### config.mk
export PLATFORM = sky130hd
export DESIGN_NAME = store_buffer_flat
export DESIGN_NICKNAME = d
export VERILOG_FILES = /design/src/rtl/store_buffer_pkg.sv /design/src/rtl/store_buffer_if.sv /design/src/rtl/store_buffer_match.sv /design/src/rtl/store_buffer.sv /design/src/flat_wrapper.sv
export SDC_FILE = /design/constraint.sdc
export NUM_CORES = 1
export LEC_CHECK = 0
export BUFFER_PORTS_ARGS = -buffer_cell sky130_fd_sc_hd__buf_2
export CORE_ASPECT_RATIO = 0.8
export CORE_MARGIN = 4
export CORE_UTILIZATION = 53
export DETAILED_ROUTE_END_ITERATION = 8
export PLACE_DENSITY_LB_ADDON = 0.1
export SLEW_MARGIN = 20
export SYNTH_ARGS = -nofsm -noshare
export SYNTH_HDL_FRONTEND = slang
export SYNTH_SLANG_ARGS = --single-unit
export TNS_END_PERCENT = 20
### constraint.sdc
create_clock -name clk -period 4.35 [get_ports clk]
set_clock_uncertainty 0.1 [all_clocks]
set_input_delay 0.87 -clock clk [delete_from_list [all_inputs] [get_ports clk]]
set_output_delay 0.87 -clock clk [all_outputs]
set_load 0.02 [all_outputs]
### src/rtl/store_buffer_pkg.sv
// Shared sizing defaults and pointer/counter width helpers for the store buffer.
package store_buffer_pkg;

  localparam int unsigned SB_DEPTH_DEF = 4;
  localparam int unsigned SB_AW_DEF    = 32;
  localparam int unsigned SB_DW_DEF    = 32;

  // Word address drops the two byte-offset bits.
  localparam int unsigned SB_BYTE_OFS_W = 2;

  function automatic int unsigned sb_ptr_w(input int unsigned depth);
    return (depth > 1) ? $clog2(depth) : 1;
  endfunction

  function automatic int unsigned sb_cnt_w(input int unsigned depth);
    return $clog2(depth) + 1;
  endfunction

endpackage

### src/rtl/store_buffer_if.sv
// Store, load-probe and data-memory signals of the store buffer, grouped with modports.
interface store_buffer_if
  import store_buffer_pkg::*;
#(
  parameter int unsigned AW = SB_AW_DEF,
  parameter int unsigned DW = SB_DW_DEF
);

  logic          st_valid;
  logic [AW-1:0] st_addr;
  logic [DW-1:0] st_data;
  logic          st_ready;

  logic          ld_valid;
  logic [AW-1:0] ld_addr;
  logic          ld_hit;
  logic [DW-1:0] ld_data;
  logic          ld_stall;

  logic          mem_we;
  logic [AW-1:0] mem_addr;
  logic [DW-1:0] mem_wdata;
  logic          mem_ack;

  modport master (
    output st_valid, st_addr, st_data, ld_valid, ld_addr, mem_ack,
    input  st_ready, ld_hit, ld_data, ld_stall, mem_we, mem_addr, mem_wdata
  );

  modport slave (
    input  st_valid, st_addr, st_data, ld_valid, ld_addr, mem_ack,
    output st_ready, ld_hit, ld_data, ld_stall, mem_we, mem_addr, mem_wdata
  );

endinterface

### src/rtl/store_buffer_match.sv
// sb_match: compares a load word address against every valid entry; youngest match wins.
module sb_match
  import store_buffer_pkg::*;
#(
  parameter  int unsigned DEPTH = SB_DEPTH_DEF,
  parameter  int unsigned WAW   = SB_AW_DEF - SB_BYTE_OFS_W,
  localparam int unsigned PW    = sb_ptr_w(DEPTH)
) (
  input  logic [DEPTH-1:0][WAW-1:0] entry_addr,
  input  logic [DEPTH-1:0]          valid,
  input  logic [PW-1:0]             wr_ptr,
  input  logic [WAW-1:0]            ld_word,
  output logic                      match,
  output logic [PW-1:0]             hit_idx
);

  // Scan oldest (wr_ptr-DEPTH == wr_ptr) to youngest (wr_ptr-1); later hits override.
  always_comb begin
    match   = 1'b0;
    hit_idx = '0;
    for (int unsigned k = DEPTH; k >= 1; k--) begin
      if (valid[wr_ptr - PW'(k)] && (entry_addr[wr_ptr - PW'(k)] == ld_word)) begin
        match   = 1'b1;
        hit_idx = wr_ptr - PW'(k);
      end
    end
  end

endmodule

### src/rtl/store_buffer.sv
// store_buffer: FIFO of committed word stores drained to DM, probed by loads.
// Optional feature macro: STORE_BUF_FWD_EN (forward youngest match instead of stalling).
module store_buffer
  import store_buffer_pkg::*;
#(
  parameter  int unsigned DEPTH = SB_DEPTH_DEF,
  parameter  int unsigned AW    = SB_AW_DEF,
  parameter  int unsigned DW    = SB_DW_DEF,
  localparam int unsigned PW    = sb_ptr_w(DEPTH),
  localparam int unsigned CW    = sb_cnt_w(DEPTH)
) (
  input  logic           clk,
  input  logic           reset,
  store_buffer_if.slave  bus,
  output logic           empty,
  output logic [CW-1:0]  count
);

  localparam int unsigned WAW = AW - SB_BYTE_OFS_W;

  logic [DEPTH-1:0][WAW-1:0] ent_addr;
  logic [DEPTH-1:0][DW-1:0]  ent_data;
  logic [DEPTH-1:0]          ent_vld;
  logic [PW-1:0]             wr_ptr;
  logic [PW-1:0]             rd_ptr;
  logic                      full;
  logic                      push;
  logic                      pop;
  logic                      match;
  logic [PW-1:0]             hit_idx;
  logic                      unused_bits;

  assign full  = (count == CW'(DEPTH));
  assign empty = (count == '0);
  assign push  = bus.st_valid && !full;
  assign pop   = !empty && bus.mem_ack;

  assign bus.st_ready  = !full;
  assign bus.mem_we    = !empty;
  assign bus.mem_addr  = empty ? '0 : {ent_addr[rd_ptr], {SB_BYTE_OFS_W{1'b0}}};
  assign bus.mem_wdata = empty ? '0 : ent_data[rd_ptr];

  // Push and pop never target the same slot: push needs !full, pop needs !empty.
  always_ff @(posedge clk) begin
    if (reset) begin
      wr_ptr  <= '0;
      rd_ptr  <= '0;
      count   <= '0;
      ent_vld <= '0;
    end else begin
      if (push) begin
        ent_vld[wr_ptr] <= 1'b1;
        wr_ptr          <= wr_ptr + 1'b1;
      end
      if (pop) begin
        ent_vld[rd_ptr] <= 1'b0;
        rd_ptr          <= rd_ptr + 1'b1;
      end
      case ({push, pop})
        2'b10:   count <= count + 1'b1;
        2'b01:   count <= count - 1'b1;
        default: count <= count;
      endcase
    end
  end

  always_ff @(posedge clk) begin
    if (push) begin
      ent_addr[wr_ptr] <= bus.st_addr[AW-1:SB_BYTE_OFS_W];
      ent_data[wr_ptr] <= bus.st_data;
    end
  end

  sb_match #(
    .DEPTH (DEPTH),
    .WAW   (WAW)
  ) u_match (
    .entry_addr (ent_addr),
    .valid      (ent_vld),
    .wr_ptr     (wr_ptr),
    .ld_word    (bus.ld_addr[AW-1:SB_BYTE_OFS_W]),
    .match      (match),
    .hit_idx    (hit_idx)
  );

`ifdef STORE_BUF_FWD_EN
  assign bus.ld_hit   = bus.ld_valid && match;
  assign bus.ld_data  = bus.ld_hit ? ent_data[hit_idx] : '0;
  assign bus.ld_stall = 1'b0;
  assign unused_bits  = ^{bus.st_addr[SB_BYTE_OFS_W-1:0], bus.ld_addr[SB_BYTE_OFS_W-1:0]};
`else
  assign bus.ld_hit   = 1'b0;
  assign bus.ld_data  = '0;
  assign bus.ld_stall = bus.ld_valid && match;
  assign unused_bits  = ^{bus.st_addr[SB_BYTE_OFS_W-1:0], bus.ld_addr[SB_BYTE_OFS_W-1:0], hit_idx};
`endif

endmodule

### src/flat_wrapper.sv
// flat-port wrapper written by rule: the top's interface ports become plain ports
module store_buffer_flat import store_buffer_pkg::*;
#(
  parameter  int unsigned DEPTH = SB_DEPTH_DEF,
  parameter  int unsigned AW    = SB_AW_DEF,
  parameter  int unsigned DW    = SB_DW_DEF,
  localparam int unsigned PW    = sb_ptr_w(DEPTH),
  localparam int unsigned CW    = sb_cnt_w(DEPTH)
)
  (clk, reset, empty, count, bus_st_valid, bus_st_addr, bus_st_data, bus_ld_valid, bus_ld_addr, bus_mem_ack, bus_st_ready, bus_ld_hit, bus_ld_data, bus_ld_stall, bus_mem_we, bus_mem_addr, bus_mem_wdata);
  store_buffer_if #(.AW(AW), .DW(DW)) bus_i ();
  input  logic clk;
  input  logic reset;
  output logic empty;
  output logic [CW-1:0] count;
  input wire logic [$bits(bus_i.st_valid)-1:0] bus_st_valid;
  input wire logic [$bits(bus_i.st_addr)-1:0] bus_st_addr;
  input wire logic [$bits(bus_i.st_data)-1:0] bus_st_data;
  input wire logic [$bits(bus_i.ld_valid)-1:0] bus_ld_valid;
  input wire logic [$bits(bus_i.ld_addr)-1:0] bus_ld_addr;
  input wire logic [$bits(bus_i.mem_ack)-1:0] bus_mem_ack;
  output wire logic [$bits(bus_i.st_ready)-1:0] bus_st_ready;
  output wire logic [$bits(bus_i.ld_hit)-1:0] bus_ld_hit;
  output wire logic [$bits(bus_i.ld_data)-1:0] bus_ld_data;
  output wire logic [$bits(bus_i.ld_stall)-1:0] bus_ld_stall;
  output wire logic [$bits(bus_i.mem_we)-1:0] bus_mem_we;
  output wire logic [$bits(bus_i.mem_addr)-1:0] bus_mem_addr;
  output wire logic [$bits(bus_i.mem_wdata)-1:0] bus_mem_wdata;
  assign bus_i.st_valid = bus_st_valid;
  assign bus_i.st_addr = bus_st_addr;
  assign bus_i.st_data = bus_st_data;
  assign bus_i.ld_valid = bus_ld_valid;
  assign bus_i.ld_addr = bus_ld_addr;
  assign bus_i.mem_ack = bus_mem_ack;
  assign bus_st_ready = bus_i.st_ready;
  assign bus_ld_hit = bus_i.ld_hit;
  assign bus_ld_data = bus_i.ld_data;
  assign bus_ld_stall = bus_i.ld_stall;
  assign bus_mem_we = bus_i.mem_we;
  assign bus_mem_addr = bus_i.mem_addr;
  assign bus_mem_wdata = bus_i.mem_wdata;
  store_buffer #(.DEPTH(DEPTH), .AW(AW), .DW(DW)) u_core (.clk(clk), .reset(reset), .bus(bus_i), .empty(empty), .count(count));
endmodule
==> out/metrics.yaml <==
flow_run:
  drv_cap: 0
clocking:
  numClockSinks: 259
  clkTransAtPathRegs_ns: 0.06
  cts_tree: "yes"
  cts_buffer_depth: 3
  hold_buffers: 0
  htreeDepth: 1
  cts_made_buffers: 27
  clock-root-buffer: "clkbuf_16"
  clock_latency_ns: 0.55
die:
  core_um2: 26700
  start_util_pct: 54.5
  die_h_um: 156
  rows: 53
  boundaryPins: 205
  dieArea_um2: 30200
  die_w_um: 193
logic_synthesis:
  ys_types: 61
  synth_ff_type: "edfxtp_1"
  netlist_top_cells_area: "edfxtp_1 51%, mux4_2 18%, mux2i_1 5.1%"
  netlist_instances: 955
  synth_commonest_cells: "248 x edfxtp_1, 116 x mux4_2, 74 x mux2i_1"
  ys_async_sr_fraction_pct: 0
  syn_avg_cell_area_um2: 15.2
  synth-seq-cells: 259
  ys_warn_count: 0
  synth.largest_area_cell: "edfxtp_1"
  ys_seq_area_share_pct: 52.7
  yosysMostFrequentCell: "edfxtp_1"
  syn_area_um2: 14500
  synth_top_area_share_pct: 51.2
  synth_edf_count: 248
timing:
  hold_slack_ns: 0.414
  fin_tns_setup_ns: -0.183
  setup_viol: 1
  worst_slew_pin_slew_ns: 0.802
  max_clock_freq_ghz: 0.221
  fin_crit_ns: 4.53
  slew_headroom_pct: 46.5
  worst_slack_ns: -0.183
  period_share_pct: 104
  hold_violations: 0
  finalMaxSlewViolations: 0
  rsz0062_at_grt: "yes"
power:
  leakagePower_nw: 5.91
  vdd_drop_max_mv: 0.570
  power.switching_mw: 3.45
  pwr-share-comb_pct: 42.5
  clockPowerShare_pct: 23.7
  p_sw_share_pct: 35.7
  seqPwrFrac_pct: 33.9
  power_density_nw_per_um2: 568
  p_int_mw: 6.22
setup_path:
  crit_type: "reg -> out"
  start_kind: "flip-flop"
  crit_arrival_ns: 3.56
  crit_path_start: "u_core.wr_ptr[1]$_SDFFE_PP0P_"
  cp.required_ns: 3.38
  cp_num_cells: 10
  r2r_end: "u_core.ent_data[115]$_DFFE_PP_"
  crit_family: "simple AND/OR/NAND/NOR gates"
  crit_fanout: 13
  r2r-start: "u_core.wr_ptr[0]$_SDFFE_PP0P_"
  critPathMaxStageDelay_ns: 0.54
  worst-r2r-cell-count: 5
  cp-end-kind: "output pin"
  worst-path-buf-inv: 3
  r2r_slack_ns: 1.89
  crit_chain: "clkinv_4 -> ha_4 -> buf_12 -> mux4_2 -> xnor2_2 -> nand2_1 -> or4_4 -> nor4_2 -> o41a_1 -> buf_6"
  cp_slowest_cell: "mux4_2"
  cp-endpoint: "bus_ld_stall"
global_routing:
  grt.overflow.total: 0
  grt_first_pass_wirelength_um: 57600
  grt_pass1_vias: 9235
  grt_max_degree: 65
  antenna_found_initial: 4
  track_usage_pct: 25.3
drt:
  wl_per_cell_um: 25.3
  wl_um: 38400
  drc: 0
  dr.pass1.iters: 6
  routed_via_density: 6.15
  drt_iter0_markers: 1055
  detail-route-antenna-nets: 0
  dr_total_vias: 9349
place:
  place_congestion: 1.01
  portBuffers: 165
  dp_hpwl_um: 26500
final_layout:
  area_growth_pct: 16.9
  register_area_um2: 7680
  nets: 1251
  drive_gt1_share_pct: 36.0
  multi_input_comb_area_um2: 6430
  finish.utilization_pct: 63.8
  fill_cells: 2012
status:
  status: "finished, violations left"
  violations: "negative setup slack"
worst_hold_path:
  hold_path.class: "reg -> reg"
what timing repair did:
action,4_1_cts,5_1_grt
gates resized for setup,23,6
gates cloned,2,0
setup buffers,3,0
hold endpoints to repair,0,0
endpoints found under the setup margin,1,1
pin swaps,9,1
routing by layer:
| metal | wire [µm] | vias up | GRT usage [%] |
|---|---|---|---|
| met5 | 34 | - | 0 |
| met4 | 767 | 4 | 5.12 |
| met3 | 3190 | 57 | 5.12 |
| met2 | 17300 | 443 | 37.7 |
| met1 | 17100 | 4722 | 39.2 |
| li1 | - | 4123 | - |
per-stage QoR:
stage	power, mW	instances	cell area, µm²	worst slack, ns
6_report	9.66	1519	17000	-0.183
5_1_grt	10.2	1519	17000	-0.276
4_1_cts	9.73	1517	17000	-0.176
3_5_place_dp	7.31	1463	15900	0.130
3_3_place_gp	7.29	1463	15900	0.119
2_1_floorplan	6.08	989	14700	0.0652
power by group through the flow:
| stage | combinational, mW | clock, mW | sequential [mW] |
|---|---|---|---|
| global route | 4.40 | 2.45 | 3.31 |
| CTS | 4.13 | 2.33 | 3.27 |
| detailed placement | 3.99 | 0 | 3.32 |
| global placement | 3.97 | 0 | 3.31 |
| finish | 4.10 | 2.29 | 3.27 |
| floorplan | 2.89 | 0 | 3.18 |
layout make-up:
cell class                 instances  share of cell area, %
multi-input combinational        610                   37.8
clock inverter                    17                   1.00
antenna                            2                 0.0294
timing repair buffer             224                   8.77
clock buffer                      32                   4.14
inverter                          18                  0.427
sequential                       259                   45.2
tap                              357                   2.63
worst min-delay path by stage:
stage	startpoint	endpoint	slack [ns]	cells after the start
finish	u_core.count[2]$_SDFFE_PP0P_	u_core.count[2]$_SDFFE_PP0P_	0.41	2
global route	bus_st_addr[13]	u_core.ent_addr[71]$_DFFE_PP_	0.42	1
CTS	bus_st_data[1]	u_core.ent_data[65]$_DFFE_PP_	0.41	1
detailed placement	u_core.count[2]$_SDFFE_PP0P_	u_core.count[2]$_SDFFE_PP0P_	0.41	2
global placement	u_core.count[2]$_SDFFE_PP0P_	u_core.count[2]$_SDFFE_PP0P_	0.40	2
floorplan	u_core.ent_vld[0]$_SDFF_PP0_	u_core.ent_vld[0]$_SDFF_PP0_	0.40	2
cells by family after synthesis:
logic type | share of synthesized area (%)
AOI/OAI and AO/OA | 5.49
xor gates and xnor gates | 5.60
adders and majority gates | 0.912
buffers and inverters | 4.97
DFF | 52.7
muxes | 24.0
other | 0.0258
and+or+nand+nor | 6.27
tightest hold or removal path, delay by kind of cell (launching register included):
kind / cells / cell delay, ns
flip-flops: 1 / 0.33
AO/OA/AOI/OAI: 2 / 0.13
placed cells by master (no fill, tap or decap), drive strengths merged, types with 11 or more instances in the layout:
cell type,count
a21oi,19
and2,66
buf,222
clkbuf,32
clkinv,12
conb,35
dfxtp,11
edfxtp,248
inv,18
mux2i,74
mux4,119
nand2,19
nor2,28
nor4,11
o21ai,14
o22ai,12
xnor2,52
xor2,41
registers in the layout, indices dropped and copies added, names as in the netlist:
signal,flops
u_core.ent_data,128
u_core.rd_ptr,2
u_core.count,3
u_core.ent_addr,120
u_core.wr_ptr,2
u_core.ent_vld,4
Power figures use the tool's default switching activity.
